===== src/rtl/bounded_step_counter.sv =====
// Bounded step counter: an up/down counter with a programmable step,
// inclusive lower/upper bounds, wrap or saturate handling at the bounds,
// an optional one-shot DONE state, a registered terminal-count pulse and a
// sticky overflow flag. at_limit and cfg_err are combinational; the other
// outputs are registered.
module bounded_step_counter #(
  parameter int BITS      = 8,
  parameter int STEP_BITS = 4
) (
  input  logic                 clk,
  input  logic                 reset_n,
  input  logic                 enable,
  input  logic                 up,
  input  logic                 load,
  input  logic [BITS-1:0]      D,
  input  logic [STEP_BITS-1:0] step,
  input  logic [BITS-1:0]      limit_lo,
  input  logic [BITS-1:0]      limit_hi,
  input  logic                 mode_sat,
  input  logic                 one_shot,
  input  logic                 clear_flags,
  output logic [BITS-1:0]      Q,
  output logic                 tc,
  output logic                 ovf_sticky,
  output logic                 done,
  output logic                 at_limit,
  output logic                 cfg_err
);

  // Two extra bits hold both the carry above limit_hi and the sign when a
  // downward step passes below zero.
  localparam int EW = BITS + 2;

  typedef enum logic {ACTIVE = 1'b0, DONE = 1'b1} state_t;

  state_t               state;
  state_t               state_nxt;
  logic signed [EW-1:0] q_ext;
  logic signed [EW-1:0] step_ext;
  logic signed [EW-1:0] lo_ext;
  logic signed [EW-1:0] hi_ext;
  logic signed [EW-1:0] n_ext;
  logic                 count_en;
  logic                 bound_evt;
  logic [BITS-1:0]      q_nxt;

  // Zero-extend an unsigned bus into the signed working width.
  function automatic logic signed [EW-1:0] widen(input logic [BITS-1:0] v);
    return $signed({2'b00, v});
  endfunction

  // Value loaded on a bound event: one-shot and saturate stop on the
  // crossed bound, wrap jumps to the opposite bound.
  function automatic logic [BITS-1:0] bound_target(
    input logic            dir_up,
    input logic            sat,
    input logic            oneshot,
    input logic [BITS-1:0] lo,
    input logic [BITS-1:0] hi
  );
    logic stop_on_crossed;
    stop_on_crossed = sat | oneshot;
    if (dir_up) return stop_on_crossed ? hi : lo;
    else        return stop_on_crossed ? lo : hi;
  endfunction

  assign q_ext    = widen(Q);
  assign lo_ext   = widen(limit_lo);
  assign hi_ext   = widen(limit_hi);
  assign step_ext = $signed({{(EW-STEP_BITS){1'b0}}, step});

  assign cfg_err  = (limit_lo > limit_hi);
  assign at_limit = (up && (Q == limit_hi)) || (!up && (Q == limit_lo));

  // Candidate count value and bound-event detection; step 0 never moves Q
  // and never raises an event, even when Q sits on or beyond a bound.
  always_comb begin
    count_en  = (state == ACTIVE) && enable && !load && !cfg_err && (step != '0);
    n_ext     = up ? (q_ext + step_ext) : (q_ext - step_ext);
    bound_evt = count_en && (up ? (n_ext > hi_ext) : (n_ext < lo_ext));
  end

  // Next counter value: load beats count beats hold.
  always_comb begin
    q_nxt = Q;
    if (load)           q_nxt = D;
    else if (bound_evt) q_nxt = bound_target(up, mode_sat, one_shot, limit_lo, limit_hi);
    else if (count_en)  q_nxt = n_ext[BITS-1:0];
  end

  // FSM state register.
  always_ff @(posedge clk or negedge reset_n) begin
    if (!reset_n) state <= ACTIVE;
    else          state <= state_nxt;
  end

  // FSM next state: a one-shot bound event parks in DONE until a load.
  always_comb begin
    state_nxt = state;
    if (load)                       state_nxt = ACTIVE;
    else if (bound_evt && one_shot) state_nxt = DONE;
  end

  // FSM outputs.
  always_comb begin
    done = (state == DONE);
  end

  // Counter value, terminal-count pulse and sticky overflow flag; a new
  // event wins over clear_flags in the same cycle.
  always_ff @(posedge clk or negedge reset_n) begin
    if (!reset_n) begin
      Q          <= '0;
      tc         <= 1'b0;
      ovf_sticky <= 1'b0;
    end else begin
      Q  <= q_nxt;
      tc <= bound_evt;
      if (bound_evt)        ovf_sticky <= 1'b1;
      else if (clear_flags) ovf_sticky <= 1'b0;
    end
  end

endmodule

===== config.mk =====
export PLATFORM = sky130hd
export DESIGN_NAME = bounded_step_counter
export DESIGN_NICKNAME = d
export VERILOG_FILES = /design/src/rtl/bounded_step_counter.sv
export SDC_FILE = /design/constraint.sdc
export NUM_CORES = 1
export LEC_CHECK = 0
export CAP_MARGIN = 20
export CELL_PAD_IN_SITES_DETAIL_PLACEMENT = 1
export CELL_PAD_IN_SITES_GLOBAL_PLACEMENT = 1
export CORE_ASPECT_RATIO = 0.8
export CORE_MARGIN = 5
export CORE_UTILIZATION = 45
export CTS_CLUSTER_DIAMETER = 60
export CTS_CLUSTER_SIZE = 16
export DETAILED_ROUTE_END_ITERATION = 6
export DONT_BUFFER_PORTS = 1
export GPL_TIMING_DRIVEN = 0
export PLACE_DENSITY_LB_ADDON = 0.1
export SLEW_MARGIN = 20
export SYNTH_ARGS = -nofsm -noshare
export SYNTH_HDL_FRONTEND = slang
export SYNTH_SLANG_ARGS = --single-unit

===== constraint.sdc =====
create_clock -name clk -period 6.4 [get_ports clk]
set_input_delay 0.64 -clock clk [delete_from_list [all_inputs] [get_ports clk]]
set_output_delay 0.64 -clock clk [all_outputs]
set_load 0.03 [all_outputs]

* Yosys cells after proc, flatten, opt, wreduce, memory -nomap -nowiden
Cells that the tools add are included.
** Storage, ports and cells
- Register bits after elaboration :: 11
- Word-level logic and storage cells :: 41
** Operators by class
- $add $sub $neg :: 2
- $lt $le $gt $ge :: 3
- Equal/unequal tests :: 2
- Muxes and demuxes :: 12
- Bitwise operators :: 2
- Reductions and logical operators :: 16
** Operator list (number)
- 8-bit 2-to-1 mux :: 6
- 8-bit == test :: 2
- 10-bit by 9-bit > comparator with 1-bit output :: 1
- 10-bit by 9-bit < comparator with 1-bit output :: 1
- 10-bit 2-to-1 mux :: 1
- 8-bit by 4-bit adder with 9-bit output :: 1
- 8-bit by 4-bit subtractor with 9-bit output :: 1
- 8-bit > comparator :: 1
- 1-bit logical AND :: 8
- 1-bit 2-to-1 mux :: 5
- 2-bit nonzero test :: 2
- 4-bit nonzero test :: 1
- 1-bit logical NOT :: 3
- 3-bit nonzero test :: 1
- 1-bit logical OR :: 1
- 1-bit NOT :: 1
- 1-bit bitwise OR :: 1

* Logic depth before layout (Yosys ltp)
- Depth after elaboration :: 9
- Gate-level depth with buffers :: 17
- Gate-level depth less buffers :: 16

* Worst setup path before layout
No wires, ideal clock.
- Path kind :: register to register
- Start :: reg Q[0]
- End :: reg Q[0]
- Arrival time :: 3.783 ns
- Data required time :: 6.326 ns
- Slack :: 2.543 ns
- Stages on the path, launching flop included :: 18
- Period minus slack after synthesis :: 3.857 ns
- Cells stage by stage :: dfrtp_1 -> inv_1 -> ha_1 -> inv_1 -> fa_1 -> a21o_2 -> a2111oi_4 -> and2_2 -> o21ai_0 -> and2_1 -> ha_1 -> nand3_1 -> o32ai_1 -> a31oi_1 -> o32a_1 -> buf_6 -> mux2_4 -> o21ai_2
** Between the ends
- Longest elaborated chain between the ends :: 7
- Elaborated cells on any way between the ends :: 11
- Classes of those cells :: add/sub (2); order compare (2); mux (5); reduce/logical (2)
** Ends and longest elaborated chain
- from (decl) :: line 22 : output logic [BITS-1:0] Q,
- from (signal assigned) :: line 117 : Q <= q_nxt;
- 8-bit by 4-bit subtractor with 9-bit output or 8-bit by 4-bit adder with 9-bit output (tied branches) :: line 79 : n_ext = up ? (q_ext + step_ext) : (q_ext - step_ext);
- 10-bit 2-to-1 mux (*) :: line 79
- 10-bit by 9-bit < comparator with 1-bit output or 10-bit by 9-bit > comparator with 1-bit output (tied branches) :: line 80 : bound_evt = count_en && (up ? (n_ext > hi_ext) : (n_ext < lo_ext));
- 1-bit 2-to-1 mux :: line 80
- 1-bit logical AND :: line 80
- 8-bit 2-to-1 mux :: line 87 : else if (bound_evt) q_nxt = bound_target(up, mode_sat, one_shot, limit_lo, limit_hi);
- 8-bit 2-to-1 mux :: line 86 : if (load) q_nxt = D;
Mark *: on every way between the ends. The rest lies on a longest branch, timed or not. The select of a mux whose other input is x is not followed.
A chain may end at the register's enable or synchronous reset.

* Worst setup path in the final report
- Start :: reg Q[0]
- End :: reg state, in the netlist done
** Between the ends
- Longest elaborated chain between the ends :: 7
- Elaborated cells on any way between the ends :: 9
- Classes of those cells :: add/sub (2); order compare (2); mux (2); reduce/logical (3)
** Ends and longest elaborated chain
- 8-bit by 4-bit subtractor with 9-bit output or 8-bit by 4-bit adder with 9-bit output (tied branches) :: line 79
- 10-bit 2-to-1 mux (*) :: line 79
- 10-bit by 9-bit < comparator with 1-bit output or 10-bit by 9-bit > comparator with 1-bit output (tied branches) :: line 80
- 1-bit 2-to-1 mux (*) :: line 80
- 1-bit logical AND (*) :: line 80
- named net bound_evt :: line 44 : logic bound_evt;
- 1-bit logical AND (*) :: line 101 : else if (bound_evt && one_shot) state_nxt = DONE;
- 2-bit nonzero test (no source line) (*)
- to (signal assigned) :: line 94 : else state <= state_nxt;
- to (decl) :: line 36 : state_t state;
Mark *: on every way through the listed nets, which the timed path passes. The rest lies on a longest branch.

==> flow_metrics.tcl <==
set metrics [dict create \
    nets 323 \
    yosysTopAreaCell "ha_1" \
    startpoint "Q[0]" \
    maxCapViolations 0 \
    num_vias 1871 \
    status "completed" \
    worstMarginPinSlew_ns 0.808 \
    antenna_found_initial 0 \
    globalplace.congestion 0.852 \
    rows 21 \
    timing.fmax_ghz 0.227 \
    ys_ff_latch 11 \
    path_delay_family "compound AO/OA/AOI/OAI gates" \
    r2r_cells 16 \
    syn_to_final_growth_pct 6.11 \
    clock_skew_ns 0.00633 \
    path_cells "inv_1 > ha_1 > inv_1 > fa_1 > a21o_2 > a2111oi_4 > and2_2 > o21ai_0 > and2_1 > ha_1 > nand3_1 > o32ai_1 > a31oi_1 > o32ai_2 > nor2_1 > a22o_1" \
    cts.repair.resized 0 \
    syn_nets 318 \
    startpoint_type "flop" \
    peakVddDrop_uv 100 \
    crit_path_top_delay_cell "dfrtp_1" \
    pin_count 49 \
    grt_start_max_net_pins 12 \
    yosysMostFrequentCell "ha_1" \
    relSlewSlack_pct 45.5 \
    setup_viol 0 \
    dp_cells 305 \
    die_y_um 70.0 \
    grt_pass1_wl_um 10600 \
    coreArea_um2 4260 \
    clk_latency_ns 0.25 \
    io_buffer_count 0 \
    start_util_pct 47.6 \
    htreeDepth 1 \
    synth_top_area_share_pct 19.8 \
    cts-root-buf "clkbuf_8" \
    critPathMaxFanout 6 \
    antenna_cells 0 \
    min_period_over_period_pct 68.8 \
    ys_seq_area_share_pct 13.6 \
    r2r-end "done" \
    crit_path_end_kind "flop" \
    hp-class "input port to asynchronous set/reset pin" \
    cts_setup_buffers 0 \
    reg2reg_slack_ns 2.00 \
    synth_edf_count 0 \
    clkTransAtPathRegs_ns 0.06 \
    cts_tree "built" \
    synth_area_um2 2030 \
    fin_util_pct 50.5 \
    critPathKind "flop to flop" \
    drive_above_1_share_pct 10.7 \
    rr_startpoint "Q[0]" \
    routed_wl_um 6540 \
    p_leak_uw 0.000993 \
    syn_area_per_cell_um2 8.17 \
    wire_per_inst_um 21.2 \
    grt-ovfl-total 0 \
    synthTopCellsByCount "ha_1, inv_1, nor2_1" \
    grt_pass1_vias 2037 \
    drt_iter0_drc 108 \
    die_area_um2 5950 \
    clock-sinks 11 \
    dp_hpwl_um 5430 \
    hold_ws_ns 0.0806 \
    rsz0062_at_grt "no" \
    path_buf_inv 2 \
    postRouteAntennaNets 0 \
    ys_async_sr_fraction_pct 100 \
    fp.dieW_um 85.0 \
    firstDrtPassIters 4 \
    final_cells 309 \
    post-route-min-period_ns 4.40 \
    cts.path.max_buffers 2 \
    finalPower_uw 498 \
    synth.top_cells.by_area "ha_1, dfrtp_1, inv_1" \
    slowest_delay_ns 0.57 \
    crit_required_ns 6.54 \
    netlist_instances 248 \
    drc 0 \
    power_density_nw_per_um2 231 \
    fill_cells 563 \
    ys_types 61 \
    drv_slew 0 \
    hold_buffers 0 \
    tns_ns 0 \
    hold_viol 0 \
    cts_buffers 3 \
    via_per_inst 6.06 \
    arrival_ns 4.54 \
    ys_warn_count 0 \
    grt.total_usage_pct 22.2 \
    synth_flop_cell "dfrtp_1" \
]
per-stage QoR:
| stage | setup slack, ns | instance area, µm² |
|---|---|---|
| 5_1_grt | 1.82 | 2150 |
| 6_report | 2.00 | 2150 |
| 4_1_cts | 2.02 | 2150 |
| 3_3_place_gp | 2.14 | 2100 |
| 3_5_place_dp | 2.04 | 2100 |
| 2_1_floorplan | 2.54 | 2030 |
cell usage in the layout, fill, tap and decap left out, types with 4 or more instances in the layout:
| cell | Yosys | layout |
|---|---|---|
| nand4_1 | 5 | 5 |
| a31oi_1 | 7 | 7 |
| o31ai_1 | 4 | 4 |
| nand2_1 | 9 | 9 |
| clkbuf_1 | 3 | 4 |
| nor2_1 | 18 | 18 |
| xor2_1 | 8 | 8 |
| nand3_1 | 4 | 4 |
| o21ai_0 | 8 | 8 |
| inv_1 | 26 | 26 |
| ha_1 | 32 | 32 |
| and2_1 | 9 | 9 |
| xnor2_1 | 11 | 11 |
| mux2i_1 | 5 | 5 |
| a21oi_1 | 17 | 17 |
| dfrtp_1 | 11 | 11 |
| clkbuf_8 | 2 | 5 |
power by group:
part           internal (µW)  switching [µW]
clock network           44.1            31.8
logic                    131             169
registers               79.6            42.7
logic make-up after synthesis:
group                    share of synthesized area, %
AO/OA/AOI/OAI                                    25.3
XOR/XNOR                                         8.21
multiplexers                                     3.77
flip-flops                                       13.6
AND/OR/NAND/NOR                                  18.7
adder cells (fa/ha/maj)                          21.7
buffers and inverters                            8.65
worst max-delay path by stage:
stage                 to  cells after the start
floorplan           Q[0]                     17
global placement    done                     14
detailed placement  Q[0]                     17
CTS                 Q[0]                     17
global route        Q[0]                     17
finish              done                     16
per-layer routing:
| metal | track usage [%] | wire length, µm | vias to the layer above |
|---|---|---|---|
| met5 | 0 | 0 | - |
| met4 | 0.703 | 4 | 0 |
| li1 | - | - | 907 |
| met1 | 30.6 | 2990 | 898 |
| met2 | 36.8 | 2970 | 64 |
| met3 | 5.64 | 576 | 2 |
registers in the layout, summed over array words and instances (netlist names):
register,flops
ovf_sticky,1
Q,8
done,1
tc,1
area by class of cell:
cell class / count / area, µm² / area share (%)
Buffer: 9 / 70.1 / 3.26
Clock buffer: 4 / 45.0 / 2.10
Inverter: 28 / 105 / 4.89
Multi-Input combinational cell: 200 / 1580 / 73.6
Sequential cell: 11 / 275 / 12.8
Tap cell: 57 / 71.3 / 3.32
Power figures use the tool's default switching activity.
